===== src/rtl/light_decoder_if.sv =====
// Bus bundle between the lights selector sample point and the light_decoder monitor.
interface light_decoder_if #(
    parameter int unsigned CNT_W = 8
);
    logic [23:0]      light;
    logic             button;
    logic [2:0]       colour;
    logic             colour_valid;
    logic             white;
    logic             pattern_err;
    logic             seq_err;
    logic             err_flag;
    logic [CNT_W-1:0] err_count;

    modport master (
        output light, button,
        input  colour, colour_valid, white, pattern_err, seq_err, err_flag, err_count
    );

    modport slave (
        input  light, button,
        output colour, colour_valid, white, pattern_err, seq_err, err_flag, err_count
    );
endinterface


===== src/rtl/light_decoder.sv =====
// Receive-side monitor for the lights selector: decodes the 24-bit light bus into a
// colour code, checks each step against the button-driven stepping rule, counts errors.
module light_decoder #(
    parameter int unsigned CNT_W = 8
) (
    input  logic            clk,
    input  logic            rst,
    light_decoder_if.slave  bus
);
    typedef enum logic [1:0] {IDLE, TRACK, RESYNC} state_t;

    state_t           r_state;
    state_t           w_state_nxt;
    logic [2:0]       r_colour;
    logic [2:0]       w_colour_nxt;
    logic             r_valid;
    logic             r_white;
    logic             r_pat;
    logic             r_seq;
    logic             r_flag;
    logic             r_btn_q;
    logic [CNT_W-1:0] r_cnt;
    logic [CNT_W-1:0] w_cnt_nxt;

    logic [2:0]       w_code;
    logic [2:0]       w_step;
    logic [2:0]       w_expected;
    logic             w_legal;
    logic             w_is_white;
    logic             w_white_nxt;
    logic             w_pat_nxt;
    logic             w_seq_nxt;

    function automatic logic byte_ok(input logic [7:0] b);
        return (b == 8'h00) || (b == 8'hFF);
    endfunction

    // Bus decode and the colour the selector should be showing now
    always_comb begin
        w_legal    = byte_ok(bus.light[23:16]) && byte_ok(bus.light[15:8]) && byte_ok(bus.light[7:0]);
        w_code     = {&bus.light[23:16], &bus.light[15:8], &bus.light[7:0]};
        w_is_white = w_legal && (w_code == 3'b111);
        w_step     = ((r_colour == 3'b110) || (r_colour == 3'b111)) ? 3'b001 : 3'(r_colour + 3'd1);
        w_expected = r_btn_q ? w_step : r_colour;
    end

    // Next-state and next-output logic
    always_comb begin
        w_state_nxt  = r_state;
        w_colour_nxt = r_colour;
        w_white_nxt  = 1'b0;
        w_pat_nxt    = 1'b0;
        w_seq_nxt    = 1'b0;
        w_cnt_nxt    = r_cnt;

        if (!w_legal) begin
            w_pat_nxt = 1'b1;
            if (r_state == TRACK) w_state_nxt = RESYNC;
        end else if (w_is_white) begin
            w_white_nxt = 1'b1;
            if (r_state == TRACK) w_state_nxt = RESYNC;
        end else begin
            // A wrong colour is still taken so tracking follows the selector
            unique case (r_state)
                TRACK:   w_seq_nxt = (w_code != w_expected);
                default: w_seq_nxt = 1'b0;
            endcase
            w_colour_nxt = w_code;
            w_state_nxt  = TRACK;
        end

        if ((w_pat_nxt || w_seq_nxt) && (r_cnt != {CNT_W{1'b1}}))
            w_cnt_nxt = r_cnt + CNT_W'(1);
    end

    always_ff @(posedge clk) begin
        if (rst) begin
            r_state  <= IDLE;
            r_colour <= 3'b000;
            r_valid  <= 1'b0;
            r_white  <= 1'b0;
            r_pat    <= 1'b0;
            r_seq    <= 1'b0;
            r_flag   <= 1'b0;
            r_btn_q  <= 1'b0;
            r_cnt    <= '0;
        end else begin
            r_state  <= w_state_nxt;
            r_colour <= w_colour_nxt;
            r_valid  <= (w_state_nxt == TRACK);
            r_white  <= w_white_nxt;
            r_pat    <= w_pat_nxt;
            r_seq    <= w_seq_nxt;
            r_flag   <= r_flag | w_pat_nxt | w_seq_nxt;
            r_btn_q  <= bus.button;
            r_cnt    <= w_cnt_nxt;
        end
    end

    assign bus.colour       = r_colour;
    assign bus.colour_valid = r_valid;
    assign bus.white        = r_white;
    assign bus.pattern_err  = r_pat;
    assign bus.seq_err      = r_seq;
    assign bus.err_flag     = r_flag;
    assign bus.err_count    = r_cnt;
endmodule


===== src/flat_wrapper.sv =====
// flat-port wrapper written by rule: the top's interface ports become plain ports
module light_decoder_flat 
#(
    parameter int unsigned CNT_W = 8
)
  (clk, rst, bus_light, bus_button, bus_colour, bus_colour_valid, bus_white, bus_pattern_err, bus_seq_err, bus_err_flag, bus_err_count);
  light_decoder_if #(.CNT_W(CNT_W)) bus_i ();
  input  logic clk;
  input  logic rst;
  input wire logic [$bits(bus_i.light)-1:0] bus_light;
  input wire logic [$bits(bus_i.button)-1:0] bus_button;
  output wire logic [$bits(bus_i.colour)-1:0] bus_colour;
  output wire logic [$bits(bus_i.colour_valid)-1:0] bus_colour_valid;
  output wire logic [$bits(bus_i.white)-1:0] bus_white;
  output wire logic [$bits(bus_i.pattern_err)-1:0] bus_pattern_err;
  output wire logic [$bits(bus_i.seq_err)-1:0] bus_seq_err;
  output wire logic [$bits(bus_i.err_flag)-1:0] bus_err_flag;
  output wire logic [$bits(bus_i.err_count)-1:0] bus_err_count;
  assign bus_i.light = bus_light;
  assign bus_i.button = bus_button;
  assign bus_colour = bus_i.colour;
  assign bus_colour_valid = bus_i.colour_valid;
  assign bus_white = bus_i.white;
  assign bus_pattern_err = bus_i.pattern_err;
  assign bus_seq_err = bus_i.seq_err;
  assign bus_err_flag = bus_i.err_flag;
  assign bus_err_count = bus_i.err_count;
  light_decoder #(.CNT_W(CNT_W)) u_core (.clk(clk), .rst(rst), .bus(bus_i));
endmodule

===== config.mk =====
export PLATFORM = sky130hd
export DESIGN_NAME = light_decoder_flat
export DESIGN_NICKNAME = d
export VERILOG_FILES = /design/src/rtl/light_decoder_if.sv /design/src/rtl/light_decoder.sv /design/src/flat_wrapper.sv
export SDC_FILE = /design/constraint.sdc
export NUM_CORES = 1
export LEC_CHECK = 0
export BUFFER_PORTS_ARGS = -buffer_cell sky130_fd_sc_hd__buf_2
export CAP_MARGIN = 10
export CORE_AREA = 2 2 52 54
export CTS_CLUSTER_DIAMETER = 200
export DETAILED_ROUTE_END_ITERATION = 8
export DIE_AREA = 0 0 54 56
export GPL_TIMING_DRIVEN = 0
export PLACE_DENSITY = 0.75
export SETUP_SLACK_MARGIN = 0.05
export SYNTH_ARGS = -nofsm -noshare
export SYNTH_HDL_FRONTEND = slang
export SYNTH_SLANG_ARGS = --single-unit

===== constraint.sdc =====
create_clock -name clk -period 2.7 [get_ports clk]
set_input_delay 0.135 -clock clk [delete_from_list [all_inputs] [get_ports clk]]
set_output_delay 0.135 -clock clk [all_outputs]
set_load 0.02 [all_outputs]

==> summary.md, run 1 <==
| Metric | Value |
|---|---|
| Io pins | 43 |
| 1st-iter DRT viols | 60 |
| Slew at the pin closest to its max-slew limit | 0.662 ns |
| Initial Util | 0.460 |
| Post-synth EDFFs | 0 |
| Max cap viols | 0 |
| Register area share after synthesis | 0.340 |
| Worst reg-to-reg path cell count | 7 |
| R2R Setup Slk | 0.39 ns |
| Static Leak | 0.000597 µW |
| Input/output buffers | 42 |
| Worst R2R End | u_core.bus.err_count[0] |
| Crit path time final | 2.31 ns |
| CTS Hold Bufs | 0 |
| Routed Wire Length | 2900 µm |
| Via count | 1245 |
| Root Driver | clkbuf_4 |
| Area of the core | 2430 µm² |
| Final-report setup violation count | 0 |
| Layout Cells excl Fill | 215 |
| First-pass GRT wire length | 4610 µm |
| DRT antenna net count | 0 |
| Num rows | 18 |
| Drt first pass iters | 5 |
| Worst min-delay path class | input pin to flip-flop |
| Hold path cells | 2 |
| FFs w/ async S/R, synth | 0 |
| Seq cells post-synth | 19 |
| Placed cells | 211 |
| Worst vdd ir | 357 µV |
| Data arrival, critical path | 2.51 ns |
| Mean Syn Cell Area | 8.05 µm² |
| Hold wc startpoint | bus_button |
| Setup Fix Bufs, Post-CTS | 0 |
| Vias in the first global route | 1133 |
| CTS Buffer Depth | 2 |
| Max Transition Viols Final | 0 |
| F_max | 0.434 GHz |
| Main synth FF type | dfxtp_1 |
| Hold path endpoint | u_core.r_btn_q |
| CTS resizes | 0 |
| Post-synthesis instance area | 1120 µm² |
| Yosys cell types | 40 |
| Wirelength per Cell | 13.5 µm |
| Status | finished clean |
| CP Capture Type | flip-flop |
| Worst Path Required | 2.90 ns |
| Cell count after synthesis | 139 |
| PwrDens | 359 nW/µm² |
| Fin. Hold Viols | 0 |
| Clock-pin slew on the worst setup and hold paths | 0.10 ns |
| Die width | 54 µm |
| Synth top area share | 0.340 |
| All-Layer GR Usage | 0.196 |
| GP Congestion | 0.816 |
| Relative slew margins | 0.556 |
| Final Net Count | 215 |
| Clk_lat worst skew | 0.30 ns |
| Die area | 3020 µm² |
| Post-synth top area cell | dfxtp_1 |
| RSZ-0062 raised after global routing | no |
| Total grt overflow | 0 |
| Period utilisation layout | 0.854 |
| Post-DP HPWL | 2220 µm |
| Area contributors post-synth | dfxtp_1 34%, mux2_2 6.0%, nor2_1 5.0% |
| Critical path launch point type | flip-flop |
| Worst r2r src | u_core.bus.colour[0] |
| Synthesis Warnings | 0 |
| Clk_skew | 0.00160 ns |
| Layout cell share with drive strength beyond 1 | 0.314 |
| Post-synth net total | 168 |
| CTS buffer count | 3 |
| Syn-to-layout area delta | 24.6% |
| CP max FO | 6 |
| Antenna violations before repair | 0 |
| CTS tree | yes |
| Avg Vias per Cell | 5.79 |
| Ant diodes | 0 |
| Die Height | 56 µm |
| CP Class | flip-flop to flip-flop |
| Setup TNS | 0 ns |
| Largest net degree at the start of global routing | 12 |
| TritonCTS Sinks | 19 |
| CTS H-tree depth | 1 |
| Remaining DRCs | 0 |
sequential cells by signal, indices dropped and copies added, names as in the netlist:
name and flops:
u_core.bus.err_flag 1, u_core.r_state 2, u_core.bus.colour_valid 1, u_core.bus.colour 3, u_core.bus.seq_err 1, u_core.r_btn_q 1
u_core.bus.white 1, u_core.bus.err_count 8, u_core.bus.pattern_err 1
layer usage:
metal	part of all wire	GRT usage
met5	0	0
met4	0.010	0.0536
met3	0.076	0.0188
met2	0.48	0.345
met1	0.43	0.244
power by group:
| part | leakage (µW) | switching [µW] | total (µW) | internal [µW] |
|---|---|---|---|---|
| logic | 0.000424 | 36.7 | 65.8 | 29.1 |
| registers | 0.000155 | 6.44 | 293 | 286 |
| clock network | 0.0000177 | 86.5 | 142 | 55.4 |
| total | 0.000597 | 130 | 500 | 371 |
worst max-delay path by stage:
stage | startpoint | end | depth (start not counted)
finish | u_core.bus.colour[0] | u_core.bus.err_count[0] | 7
global route | u_core.bus.colour[0] | u_core.bus.err_count[0] | 7
CTS | u_core.bus.colour[0] | u_core.bus.err_count[0] | 7
detailed placement | u_core.bus.colour[0] | u_core.bus.err_count[0] | 7
global placement | u_core.bus.colour[0] | u_core.bus.err_count[0] | 7
floorplan | u_core.bus.colour[1] | u_core.bus.err_count[0] | 7
placed cells by master (no fill, tap or decap), types with 3 or more instances in the layout:
cell type  count
buf_2         42
dfxtp_1       19
nor2_1        15
nand2_1       14
nor4_1         9
nor2b_1        9
nand4_1        8
nand3_1        8
a21oi_1        8
mux2_2         6
xnor2_1        3
or3_1          3
clkbuf_4       3
worst max-delay path, stage by stage (launching register included):
cell and delay (ns):
dfxtp_1 0.36, ha_1 0.22, and3b_1 0.17, a21oi_1 0.16
xnor2_1 0.12, nor3_1 0.58, o22ai_1 0.28, mux2_2 0.32
cell usage after synthesis (all sizes together) (2+ instances only):
cell / number
clkbuf: 2
nor3: 2
o21ai: 2
nor4: 9
nand4: 8
ha: 2
a21oi: 8
nand3: 8
nand2: 14
dfxtp: 19
mux2: 6
or3: 3
nand2b: 2
nor2: 16
xnor2: 3
or2: 3
inv: 2
nor2b: 9
a31oi: 2
o32ai: 2
logic make-up after synthesis:
family | count (synthesis) | synth area share
fa+ha+maj | 2 | 0.0224
buf+inv | 5 | 0.0201
compound gates | 23 | 0.142
simple gates | 80 | 0.383
xor+xnor | 3 | 0.0235
flops | 19 | 0.340
mux | 7 | 0.0693
area by class of cell:
cell class / count / area (µm²)
Clock inverter: 1 / 5.00
Multi-Input combinational cell: 115 / 716
Tap cell: 30 / 37.5
Inverter: 2 / 7.51
Clock buffer: 3 / 22.5
Timing Repair Buffer: 42 / 210
Buffer: 3 / 15.0
Sequential cell: 19 / 380
Fill cell: 246 / 1040
per-stage QoR:
| step | util | area, µm² | power [µW] | hold WS (ns) | worst slack, ns |
|---|---|---|---|---|---|
| global placement | 0.562 | 1370 | 361 | 0.344 | 0.435 |
| detailed placement | 0.562 | 1370 | 365 | 0.378 | 0.412 |
| floorplan | - | 1120 | 328 | 0.263 | 0.644 |
| global route | 0.573 | 1390 | 523 | 0.0663 | 0.176 |
| finish | 0.573 | 1390 | 500 | 0.0554 | 0.394 |
| CTS | 0.573 | 1390 | 505 | 0.0605 | 0.399 |
(Power assumes the default switching activity.)
==> run 2, diff against run 1 <==
ABC_AREA = 1   (was unset)
CORE_AREA = 2 2 55 57   (was 2 2 52 54)
DIE_AREA = 0 0 57 59   (was 0 0 54 56)
PLACE_DENSITY = 0.72   (was 0.75)
clock period = 1.9 ns   (was 2.7 ns; I/O delays follow)
==> summary.md, run 2 <==
| Metric | Value |
|---|---|
| Initial Util | 0.419 |
| GP Congestion | 0.798 |
| Max reg flops | 8 |
| DRT antenna net count | 0 |
| Commonest cells after routing, fill and taps aside | 51 x nand2_1, 42 x buf_2, 40 x nor2_1 |
| Num rows | 19 |
| Dpl cell area | 1390 µm² |
| Syn-to-layout area delta | 26.9% |
| PwrDens | 504 nW/µm² |
| Setup TNS | 0 ns |
| Mean Syn Cell Area | 6.11 µm² |
| Most frequent cells after synthesis | 51 x nand2_1, 41 x nor2_1, 25 x inv_1, 19 x dfxtp_1, 14 x nand3_1 |
| Avg Vias per Cell | 4.77 |
| TritonCTS Sinks | 19 |
| Clock-pin slew on the worst setup and hold paths | 0.10 ns |
| Ant diodes | 0 |
| Clk_lat worst skew | 0.31 ns |
| Period utilisation layout | 0.891 |
| Fin area | 1440 µm² |
| Post-synthesis instance area | 1140 µm² |
| Die area | 3360 µm² |
| Critical path launch point type | flip-flop |
| Static Leak | 0.000792 µW |
| Largest net degree at the start of global routing | 11 |
| Total grt overflow | 0 |
| Relative slew margins | 0.792 |
| Fillers | 302 |
| Io pins | 43 |
| Root Driver | clkbuf_4 |
| Main synth FF type | dfxtp_1 |
| CP Capture Type | flip-flop |
| Max Transition Viols Final | 0 |
| Final Net Count | 263 |
| Synthesis Warnings | 0 |
| Synth top area share | 0.335 |
| Input/output buffers | 42 |
| Total Power | 726 µW |
| Final hold slack | 0.0164 ns |
| Clk_skew | 0.00241 ns |
| Cell count after synthesis | 186 |
| CTS tree | yes |
| Routed Wire Length | 2420 µm |
| Seq cells post-synth | 19 |
| Die width | 57 µm |
| CP max FO | 10 |
| Worst Path Required | 2.11 ns |
| Yosys cell types | 21 |
| Via count | 1260 |
| All-Layer GR Usage | 0.156 |
| Max cap viols | 0 |
| Worst min-delay path class | input pin to flip-flop |
| Post-synth EDFFs | 0 |
| Layout cell share with drive strength beyond 1 | 0.249 |
| Area of the core | 2710 µm² |
| Status | finished clean |
| Register area share after synthesis | 0.335 |
| Data arrival, critical path | 1.91 ns |
| CTS Buffer Depth | 2 |
| Die Height | 59 µm |
| Remaining DRCs | 0 |
| CTS buffer count | 3 |
| Worst vdd ir | 460 µV |
| Fin. Hold Viols | 0 |
| 1st-iter DRT viols | 64 |
| Post-synth net total | 215 |
| Top-count cell post-synth | nand2_1 |
| Vias in the first global route | 1035 |
| Slew at the pin closest to its max-slew limit | 0.310 ns |
| CP Class | flip-flop to flip-flop |
| Post-synth top area cell | dfxtp_1 |
| Wirelength per Cell | 9.17 µm |
| F_max | 0.591 GHz |
| Post-DP HPWL | 1920 µm |
| Most common cell after layout, fill and taps aside | nand2_1 |
| Area contributors post-synth | dfxtp_1 33%, nand2_1 17%, nor2_1 14% |
| FFs w/ async S/R, synth | 0 |
| Crit path time final | 1.69 ns |
| Setup Fix Bufs, Post-CTS | 0 |
| Antenna violations before repair | 0 |
| CTS H-tree depth | 1 |
| First-pass GRT wire length | 4150 µm |
| Drt first pass iters | 4 |
| Final-report setup violation count | 0 |
| RSZ-0062 raised after global routing | no |
## run 2: final timing paths
check	from	slack [ns]	cells past startpoint	end
setup / recovery	u_core.bus.colour[0]	0.21	13	u_core.bus.err_count[3]
hold / removal	rst	0.02	2	u_core.r_btn_q
setup reg to reg	u_core.bus.colour[0]	0.21	13	u_core.bus.err_count[3]
hold reg to reg	u_core.r_state[0]	0.49	2	u_core.r_state[1]
## run 2: cell families (layout without fill, tap and decap cells)
family | Yosys count | in the layout | share of synthesized area
compound gates | 18 | 18 | 0.0837
fa+ha+maj | 2 | 2 | 0.0220
buf+inv | 28 | 75 | 0.115
flops | 19 | 19 | 0.335
simple gates | 119 | 119 | 0.445
## run 2: through the flow
step | utilization | worst slack [ns] | std cells
2_1_floorplan | - | 0.211 | 186
3_3_place_gp | 0.511 | 0.162 | 259
3_5_place_dp | 0.511 | 0.164 | 259
4_1_cts | 0.524 | 0.156 | 264
5_1_grt | 0.532 | 0.0546 | 264
6_report | 0.532 | 0.208 | 264
## run 2: cell type report
class | count | area (µm²) | area share
plain buffers | 3 | 36.3 | 0.0252
flip-flops and latches | 19 | 385 | 0.267
clock buffers | 4 | 26.3 | 0.0182
multi-input cells | 139 | 641 | 0.444
well taps | 31 | 38.8 | 0.0269
inverters | 25 | 93.8 | 0.0651
repair buffers | 43 | 220 | 0.153
## run 2: routing by layer
metal  global-route usage  routed length [µm]
met1                0.207                1160
met2                0.245                1080
met3               0.0197                 115
met4               0.0897                  64
met5                    0                   0
## run 2: power by group
part           total (µW)  internal (µW)  leakage (µW)  switching (µW)
Clock                 210           82.2     0.0000150             128
Sequential            413            405      0.000156            7.21
Combinational         104           48.8      0.000621            54.8
Total                 726            536      0.000792             190
## run 2: repair_timing
action                                  CTS  global route
hold endpoints to repair                  1             0
hold buffers                              1             0
endpoints found under the setup margin    0             8
resized for setup                         0             7
## run 2: worst max-delay path: stages, from the launching register on
cell     delay, ns
dfxtp_4       0.38
ha_1          0.27
nand2_1       0.04
inv_1         0.04
nand2_1       0.05
o21ai_0       0.08
nand2_1       0.07
nand2_1       0.07
nand3_2       0.08
nand3_2       0.09
nand2_4       0.09
buf_6         0.16
a21oi_1       0.12
nor2_1        0.06
==> run 3, diff against run 2 <==
CORE_AREA = 2 2 49 51   (was 2 2 55 57)
CTS_BUF_LIST = sky130_fd_sc_hd__clkbuf_4 sky130_fd_sc_hd__clkbuf_8   (was unset)
DIE_AREA = 0 0 51 53   (was 0 0 57 59)
PLACE_DENSITY = 0.85   (was 0.72)
clock period = 2.17 ns   (was 1.9 ns; I/O delays follow)
==> summary.md, run 3 (synthesis results as in run 2) <==
| Metric | Value |
|---|---|
| Final-report setup violation count | 0 |
| Critical path launch point type | flip-flop |
| Max reg flops | 8 |
| Syn-to-layout area delta | 24.2% |
| Largest net degree at the start of global routing | 11 |
| CTS H-tree depth | 1 |
| 1st-iter DRT viols | 20 |
| Remaining DRCs | 0 |
| Worst min-delay path class | input pin to flip-flop |
| TritonCTS Sinks | 19 |
| Commonest cells after routing, fill and taps aside | 51 x nand2_1, 42 x buf_2, 41 x nor2_1 |
| Clock-pin slew on the worst setup and hold paths | 0.10 ns |
| Final Net Count | 262 |
| Worst Path Required | 2.41 ns |
| Antenna violations before repair | 0 |
| Area of the core | 2150 µm² |
| Setup Fix Bufs, Post-CTS | 0 |
| Crit path time final | 1.80 ns |
| Ant diodes | 0 |
| Worst reg-to-reg path cell count | 13 |
| Die Height | 53 µm |
| Worst vdd ir | 420 µV |
| Post-DP HPWL | 1880 µm |
| First-pass GRT wire length | 4310 µm |
| Relative slew margins | 0.665 |
| Wirelength per Cell | 9.07 µm |
| PwrDens | 453 nW/µm² |
| R2R Setup Slk | 0.37 ns |
| Avg Vias per Cell | 4.71 |
| Input/output buffers | 42 |
| Max Transition Viols Final | 0 |
| Initial Util | 0.529 |
| Hold path cells | 3 |
| CP Capture Type | flip-flop |
| RSZ-0062 raised after global routing | no |
| Vias in the first global route | 1110 |
| Num rows | 17 |
| Clk_lat worst skew | 0.29 ns |
| Routed Wire Length | 2360 µm |
| Data arrival, critical path | 2.04 ns |
| CTS Hold Bufs | 0 |
| Die area | 2700 µm² |
| Die width | 51 µm |
| CTS resizes | 0 |
| GP Congestion | 0.801 |
| CP Class | flip-flop to flip-flop |
| Total grt overflow | 0 |
| DRT antenna net count | 0 |
| F_max | 0.556 GHz |
| Most common cell after layout, fill and taps aside | nand2_1 |
| Hold wc startpoint | bus_button |
| Period utilisation layout | 0.829 |
| Static Leak | 0.000787 µW |
| Clk_skew | 0.00633 ns |
| CTS Buffer Depth | 2 |
| CP max FO | 10 |
| Status | finished clean |
| Max cap viols | 0 |
| Final Core Density | 0.657 |
| Fin. Hold Viols | 0 |
| Dpl cell area | 1380 µm² |
| Slew at the pin closest to its max-slew limit | 0.498 ns |
| Layout cell share with drive strength beyond 1 | 0.228 |
| CTS tree | yes |
| Worst r2r src | u_core.bus.colour[0] |
| All-Layer GR Usage | 0.207 |
| Hold path endpoint | u_core.r_btn_q |
| Worst R2R End | u_core.bus.err_count[3] |
| Setup TNS | 0 ns |
| Fin area | 1410 µm² |
| Io pins | 43 |
| Root Driver | clkbuf_4 |
| Drt first pass iters | 4 |
| CTS buffer count | 3 |
| Via count | 1224 |
==> run 3: area by class of cell <==
type                    instances  area, µm²
multi-input cells             139        626
plain buffers                   3       36.3
repair buffers                 42        210
inverters                      25       93.8
flip-flops and latches         19        380
fillers                       219        737
clock buffers                   4       30.0
well taps                      28       35.0
==> run 3: critical path, stage by stage (launching register included) <==
cell	delay, ns
dfxtp_1	0.46
ha_1	0.28
nand2_1	0.06
inv_1	0.03
nand2_1	0.06
o21ai_0	0.09
nand2_1	0.07
nand2_1	0.05
nand3_2	0.07
nand3_2	0.09
nand2_4	0.12
buf_6	0.15
a21oi_1	0.07
nor2_1	0.11
==> run 3: power breakdown <==
group	internal, µW	switching (µW)	total [µW]
Sequential	356	6.19	362
Clock	84.1	103	187
Combinational	41.5	47.9	89.4
==> run 3: how the worst max path moves through the flow <==
stage,from,endpoint,slack (ns)
6_report,u_core.bus.colour[0],u_core.bus.err_count[3],0.37
5_1_grt,u_core.bus.err_count[0],u_core.bus.err_count[7],0.11
4_1_cts,u_core.bus.colour[0],u_core.bus.err_count[3],0.38
3_5_place_dp,u_core.bus.colour[0],u_core.bus.err_count[5],0.42
3_3_place_gp,u_core.bus.colour[0],u_core.bus.err_count[5],0.47
2_1_floorplan,u_core.bus.colour[0],u_core.bus.err_count[5],0.48
==> run 3: per-stage QoR <==
stage                     hold slack [ns]  power [µW]  setup slack (ns)  cells
after floorplan                     0.180         419             0.481    186
after global placement              0.312         459             0.472    256
after detailed placement            0.331         461             0.415    256
after CTS                          0.0118         644             0.379    260
after global routing              0.00725         674             0.108    260
final                              0.0151         639             0.371    260
==> run 3: routing by layer <==
| metal | GRT usage | wire (µm) | vias to the layer above |
|---|---|---|---|
| li1 | - | - | 679 |
| met1 | 0.261 | 1170 | 518 |
| met2 | 0.342 | 1060 | 23 |
| met3 | 0.0565 | 110 | 4 |
| met4 | 0.0676 | 19 | 0 |
| met5 | 0 | 0 | - |
